$ cat config.mk
export PLATFORM = sky130hd
export DESIGN_NAME = counter_job_scheduler_flat
export DESIGN_NICKNAME = d
export VERILOG_FILES = /design/src/rtl/counter_job_scheduler_if.sv /design/src/rtl/counter_job_scheduler.sv /design/src/flat_wrapper.sv
export SDC_FILE = /design/constraint.sdc
export NUM_CORES = 1
export LEC_CHECK = 0
export CORE_MARGIN = 2
export CORE_UTILIZATION = 30
export CTS_BUF_LIST = sky130_fd_sc_hd__clkbuf_2 sky130_fd_sc_hd__clkbuf_4 sky130_fd_sc_hd__clkbuf_8
export CTS_CLUSTER_SIZE = 8
export DETAILED_ROUTE_END_ITERATION = 7
export PLACE_DENSITY = 0.74
export SYNTH_ARGS = -nofsm -noshare
export SYNTH_HDL_FRONTEND = slang
export SYNTH_SLANG_ARGS = --single-unit
$ cat constraint.sdc
create_clock -name clk -period 3.1 [get_ports clk]
set_input_delay 0.93 -clock clk [delete_from_list [all_inputs] [get_ports clk]]
set_output_delay 0.93 -clock clk [all_outputs]
set_load 0.02 [all_outputs]
$ cat src/rtl/counter_job_scheduler_if.sv
// Requester-side job bus and counter-control bus for counter_job_scheduler.
// The scheduler connects through the slave modport; the environment drives through master.
interface counter_job_scheduler_if #(
    parameter int NUM_REQ = 4,
    parameter int WIDTH   = 4
);
    logic [NUM_REQ-1:0]       req;
    logic [NUM_REQ*WIDTH-1:0] start_val;
    logic [NUM_REQ*WIDTH-1:0] end_val;
    logic [WIDTH-1:0]         cnt_q;
    logic                     cnt_load;
    logic [WIDTH-1:0]         cnt_data;
    logic                     cnt_inc;
    logic [NUM_REQ-1:0]       grant;
    logic [NUM_REQ-1:0]       done;
    logic                     busy;

    modport master (
        output req, start_val, end_val, cnt_q,
        input  cnt_load, cnt_data, cnt_inc, grant, done, busy
    );

    modport slave (
        input  req, start_val, end_val, cnt_q,
        output cnt_load, cnt_data, cnt_inc, grant, done, busy
    );
endinterface

$ cat src/rtl/counter_job_scheduler.sv
// Round-robin scheduler sharing one external loadable up-counter among NUM_REQ requesters.
// One job at a time: load start value, increment until the counter equals the end value, pulse done.
module counter_job_scheduler #(
    parameter int NUM_REQ = 4,
    parameter int WIDTH   = 4
) (
    input  logic                     clk,
    input  logic                     reset_n,
    counter_job_scheduler_if.slave   bus
);
    localparam int PW = (NUM_REQ > 1) ? $clog2(NUM_REQ) : 1;

    typedef enum logic [1:0] {IDLE, LOAD, RUN, DONE} state_t;

    state_t                         state, state_nxt;
    logic [PW-1:0]                  ptr, win, cand;
    logic                           found;
    logic [WIDTH-1:0]               s_q, e_q;
    logic [NUM_REQ-1:0]             grant_q;
    logic [NUM_REQ-1:0][WIDTH-1:0]  start_arr, end_arr;

    assign start_arr = bus.start_val;
    assign end_arr   = bus.end_val;

    // First set request searching upward from ptr+1 with wrap; ptr itself is checked last.
    always_comb begin
        found = 1'b0;
        win   = ptr;
        cand  = ptr;
        for (int i = 1; i <= NUM_REQ; i++) begin
            cand = PW'((int'(ptr) + i) % NUM_REQ);
            if (!found && bus.req[cand]) begin
                found = 1'b1;
                win   = cand;
            end
        end
    end

    always_comb begin
        state_nxt = state;
        case (state)
            IDLE:    if (found) state_nxt = LOAD;
            LOAD:    state_nxt = RUN;
            RUN:     if (bus.cnt_q == e_q) state_nxt = DONE;
            DONE:    state_nxt = IDLE;
            default: state_nxt = IDLE;
        endcase
    end

    always_ff @(posedge clk or negedge reset_n) begin
        if (!reset_n) begin
            state   <= IDLE;
            ptr     <= PW'(NUM_REQ - 1);
            s_q     <= '0;
            e_q     <= '0;
            grant_q <= '0;
        end else begin
            state <= state_nxt;
            // Job inputs are captured only here; later changes to req/start/end are ignored.
            if (state == IDLE && found) begin
                ptr     <= win;
                s_q     <= start_arr[win];
                e_q     <= end_arr[win];
                grant_q <= NUM_REQ'(1) << win;
            end else if (state == DONE) begin
                grant_q <= '0;
            end
        end
    end

    assign bus.cnt_load = (state == LOAD);
    assign bus.cnt_data = s_q;
    assign bus.cnt_inc  = (state == RUN) && (bus.cnt_q != e_q);
    assign bus.grant    = grant_q;
    assign bus.done     = (state == DONE) ? grant_q : '0;
    assign bus.busy     = (state != IDLE);

endmodule

$ cat src/flat_wrapper.sv
// flat-port wrapper written by rule: the top's interface ports become plain ports
module counter_job_scheduler_flat 
#(
    parameter int NUM_REQ = 4,
    parameter int WIDTH   = 4
)
  (clk, reset_n, bus_req, bus_start_val, bus_end_val, bus_cnt_q, bus_cnt_load, bus_cnt_data, bus_cnt_inc, bus_grant, bus_done, bus_busy);
  counter_job_scheduler_if #(.NUM_REQ(NUM_REQ), .WIDTH(WIDTH)) bus_i ();
  input  logic clk;
  input  logic reset_n;
  input wire logic [$bits(bus_i.req)-1:0] bus_req;
  input wire logic [$bits(bus_i.start_val)-1:0] bus_start_val;
  input wire logic [$bits(bus_i.end_val)-1:0] bus_end_val;
  input wire logic [$bits(bus_i.cnt_q)-1:0] bus_cnt_q;
  output wire logic [$bits(bus_i.cnt_load)-1:0] bus_cnt_load;
  output wire logic [$bits(bus_i.cnt_data)-1:0] bus_cnt_data;
  output wire logic [$bits(bus_i.cnt_inc)-1:0] bus_cnt_inc;
  output wire logic [$bits(bus_i.grant)-1:0] bus_grant;
  output wire logic [$bits(bus_i.done)-1:0] bus_done;
  output wire logic [$bits(bus_i.busy)-1:0] bus_busy;
  assign bus_i.req = bus_req;
  assign bus_i.start_val = bus_start_val;
  assign bus_i.end_val = bus_end_val;
  assign bus_i.cnt_q = bus_cnt_q;
  assign bus_cnt_load = bus_i.cnt_load;
  assign bus_cnt_data = bus_i.cnt_data;
  assign bus_cnt_inc = bus_i.cnt_inc;
  assign bus_grant = bus_i.grant;
  assign bus_done = bus_i.done;
  assign bus_busy = bus_i.busy;
  counter_job_scheduler #(.NUM_REQ(NUM_REQ), .WIDTH(WIDTH)) u_core (.clk(clk), .reset_n(reset_n), .bus(bus_i));
endmodule
==> results of run 1 <==
registers in the layout, summed over array words and instances (netlist names):
name	flops
u_core.ptr	2
u_core.e_q	4
u_core.bus.cnt_data	4
u_core.bus.grant	4
u_core.state	2
power by group:
part / internal [mW] / leakage [nW] / switching, mW / total [mW]
Combinational: 0.474 / 0.581 / 0.500 / 0.974
Clock: 0.113 / 0.0288 / 0.0706 / 0.183
Sequential: 0.321 / 0.198 / 0.0840 / 0.405
layer usage:
metal	vias to the layer above	GRT usage, %	share of wire, %	routed length, um
met5	-	0	0	0
met3	6	4.44	5.1	163
met1	563	18.3	42	1350
li1	605	-	-	-
met2	35	25.8	51	1620
met4	0	5.25	1.5	48
kinds of logic after synthesis:
family,synth area share (%)
AOI/OAI and AO/OA,25.4
xor gates and xnor gates,2.86
adders and majority gates,5.10
buffers and inverters,5.92
DFF,32.9
muxes,6.53
and+or+nand+nor,21.3
cells in the mapped netlist (2+ instances only):
master,count,area (um^2)
nor2_1,3,11.3
and4_1,8,70.1
and2_1,4,25.0
nand3_1,3,15.0
buf_6,3,33.8
mux2i_1,8,80.1
inv_1,7,26.3
o311ai_1,8,70.1
o31a_1,4,35.0
o31a_2,4,40.0
clkbuf_1,2,7.51
dfstp_2,2,52.6
dfrtp_1,14,350
nand2_1,13,48.8
o21ai_0,8,40.0
a21oi_1,5,25.0
ha_1,5,62.6
nand2b_1,3,18.8
xor2_1,4,35.0
a32o_1,4,40.0
what timing repair did:
item,4_1_cts,5_1_grt
gates cloned,0,0
resized for setup,5,4
setup endpoints to repair,1,1
pin swaps,1,1
hold buffers,0,0
setup buffers,1,0
through the flow:
step / setup slack (ps) / power (mW) / setup TNS [ps] / util [%] / area, um^2
finish: 115 / 1.56 / 0 / 48.1 / 1910
global route: 11.4 / 1.70 / 0 / 48.1 / 1910
CTS: 38.5 / 1.57 / 0 / 47.8 / 1900
detailed placement: -392 / 1.37 / -392 / 46.2 / 1830
global placement: -352 / 1.35 / -352 / 46.2 / 1830
floorplan: 349 / 1.04 / 0 / - / 1230
final cells by class:
type / count / area [um^2]
Clock buffer: 4 / 55.1
Multi-Input combinational cell: 98 / 758
Sequential cell: 16 / 403
Fill cell: 399 / 2060
Inverter: 7 / 26.3
Timing Repair Buffer: 61 / 604
Tap cell: 50 / 62.6
critical path: cells and delay by family:
| kind | cells | cell delay, ps |
|---|---|---|
| buffers and inverters | 3 | 640 |
| AOI/OAI and AO/OA | 1 | 320 |
| xor gates and xnor gates | 1 | 150 |
worst max path at each step:
stage	from	cells past startpoint	endpoint	slack [ps]
2_1_floorplan	bus_cnt_q[2]	3	bus_cnt_inc	350
3_3_place_gp	bus_cnt_q[2]	5	bus_cnt_inc	-350
3_5_place_dp	bus_cnt_q[2]	5	bus_cnt_inc	-390
4_1_cts	bus_cnt_q[1]	5	bus_cnt_inc	40
5_1_grt	bus_cnt_q[3]	5	bus_cnt_inc	10
6_report	bus_cnt_q[3]	5	bus_cnt_inc	120
==> flow_metrics.py, run 1 <==
metrics = {
    "outcome": {
        "status": "finished clean",
    },
    "floorplanning": {
        "die_h_um": 67.9,
        "die_area_um2": 4610,
        "rows": 23,
        "start_util_pct": 30.9,
        "core_um2": 3970,
        "io_pins": 57,
        "die_w_um": 67.9,
    },
    "route": {
        "ant_nets": 0,
        "first_pass_iters": 5,
        "drt_wl_total_um": 3180,
        "wl_per_cell_um": 13.5,
        "num_vias": 1209,
        "viasPerCell": 5.12,
        "drc": 0,
        "drt_iter0_drc": 73,
    },
    "synth": {
        "yosysSeqAreaShare_pct": 32.9,
        "synth_edf_count": 0,
        "synth_area_per_cell_um2": 9.65,
        "syn-cell-area_um2": 1230,
        "syn_nets": 174,
        "ys.warnings.count": 0,
        "synth_cell_types": 35,
        "syn_inst": 127,
        "synth-seq-cells": 16,
        "synthArstFlopShare_pct": 100,
        "yosys_most_used_dff": "dfrtp_1",
    },
    "clocking": {
        "clockBufferDepth": 2,
        "cts_buffers": 3,
        "clock_latency_ps": 250,
        "ctsHtreeMaxLevel": 1,
        "cts_tree": "yes",
        "clk_pin_slew_worst_paths_ps": 60,
        "cts-root-buf": "clkbuf_8",
        "cts.sinks": 16,
    },
    "cells_and_area": {
        "final_nets": 234,
        "syn2layout_area_growth_pct": 55.7,
        "layout-drive-gt1-share_pct": 13.4,
        "layout_commonest_cell": "clkdlybuf4s50_1",
        "layout.cells.most_common_list": "clkdlybuf4s50_1 (53), dfrtp_1 (14), nand2_1 (13)",
        "diodes": 0,
        "layoutNonFillerInstCount": 236,
    },
    "sta": {
        "maxSlewHeadroom_pct": 52.2,
        "finalHoldViolCount": 0,
        "final-max-slew-violation-count": 0,
        "whs_ps": 494,
        "tightestPinTransition_ps": 715,
        "max_freq_mhz": 335,
        "rsz0062_at_grt": "no",
        "setup_viol": 0,
        "fin_crit_sh_pct": 96.3,
        "fin_skew_ps": 5.11,
        "min_period_ps": 2980,
    },
    "global_routing": {
        "grt_pass1_vias": 1167,
        "overflow": 0,
        "grt_start_max_net_pins": 17,
        "grt_pass1_wl_um": 5240,
        "grt_usage_pct": 15.2,
        "antenna_found_initial": 0,
    },
    "pwr": {
        "ir_drop_mv": 0.361,
        "leakagePower_nw": 0.808,
        "power.density_nw_per_um2": 818,
    },
    "critical_path": {
        "critPathCaptureType": "primary output",
        "regToRegEndpoint": "u_core.e_q[3]",
        "reg2reg_from": "u_core.ptr[0]",
        "crit_type": "input port to primary output",
        "start_kind": "input port",
        "crit_path_max_incr_delay_ps": 410,
        "crit_required_ps": 2170,
        "cp_slowest_cell": "clkdlybuf4s50_1",
        "crit_fanout": 2,
        "cp.arrival_ps": 2050,
        "r2r_cells": 5,
        "cp_cell_sequence": "clkdlybuf4s50_1 -> xor2_1 -> o41ai_2 -> inv_1 -> buf_6",
        "r2r_setup_slack_ps": 1240,
    },
    "placement": {
        "gp_congestion": 0.749,
        "io_buffers": 56,
        "dp_cells": 231,
        "dp_hpwl_um": 2620,
    },
    "min_path": {
        "worstHoldPathCells": 2,
        "min_from": "u_core.bus.cnt_data[1]",
        "hp-class": "flop to flop",
        "min_to": "u_core.bus.cnt_data[1]",
    },
    "run": {
        "cap_violations": 0,
    },
}
No activity file was read; power rests on OpenSTA's default activity.
==> inputs of run 2 (changes only) <==
--- a/config.mk
+++ b/config.mk
@@ -5,10 +5,11 @@
 export SDC_FILE = /design/constraint.sdc
 export NUM_CORES = 1
 export LEC_CHECK = 0
+export CAP_MARGIN = 0
 export CORE_MARGIN = 2
 export CORE_UTILIZATION = 30
-export CTS_BUF_LIST = sky130_fd_sc_hd__clkbuf_2 sky130_fd_sc_hd__clkbuf_4 sky130_fd_sc_hd__clkbuf_8
-export CTS_CLUSTER_SIZE = 8
+export CTS_BUF_LIST = sky130_fd_sc_hd__clkbuf_8
+export CTS_CLUSTER_SIZE = 20
 export DETAILED_ROUTE_END_ITERATION = 7
 export PLACE_DENSITY = 0.74
 export SYNTH_ARGS = -nofsm -noshare
==> results of run 2 <==
No change in the layout: final DEF, timing and power equal those of run 1.
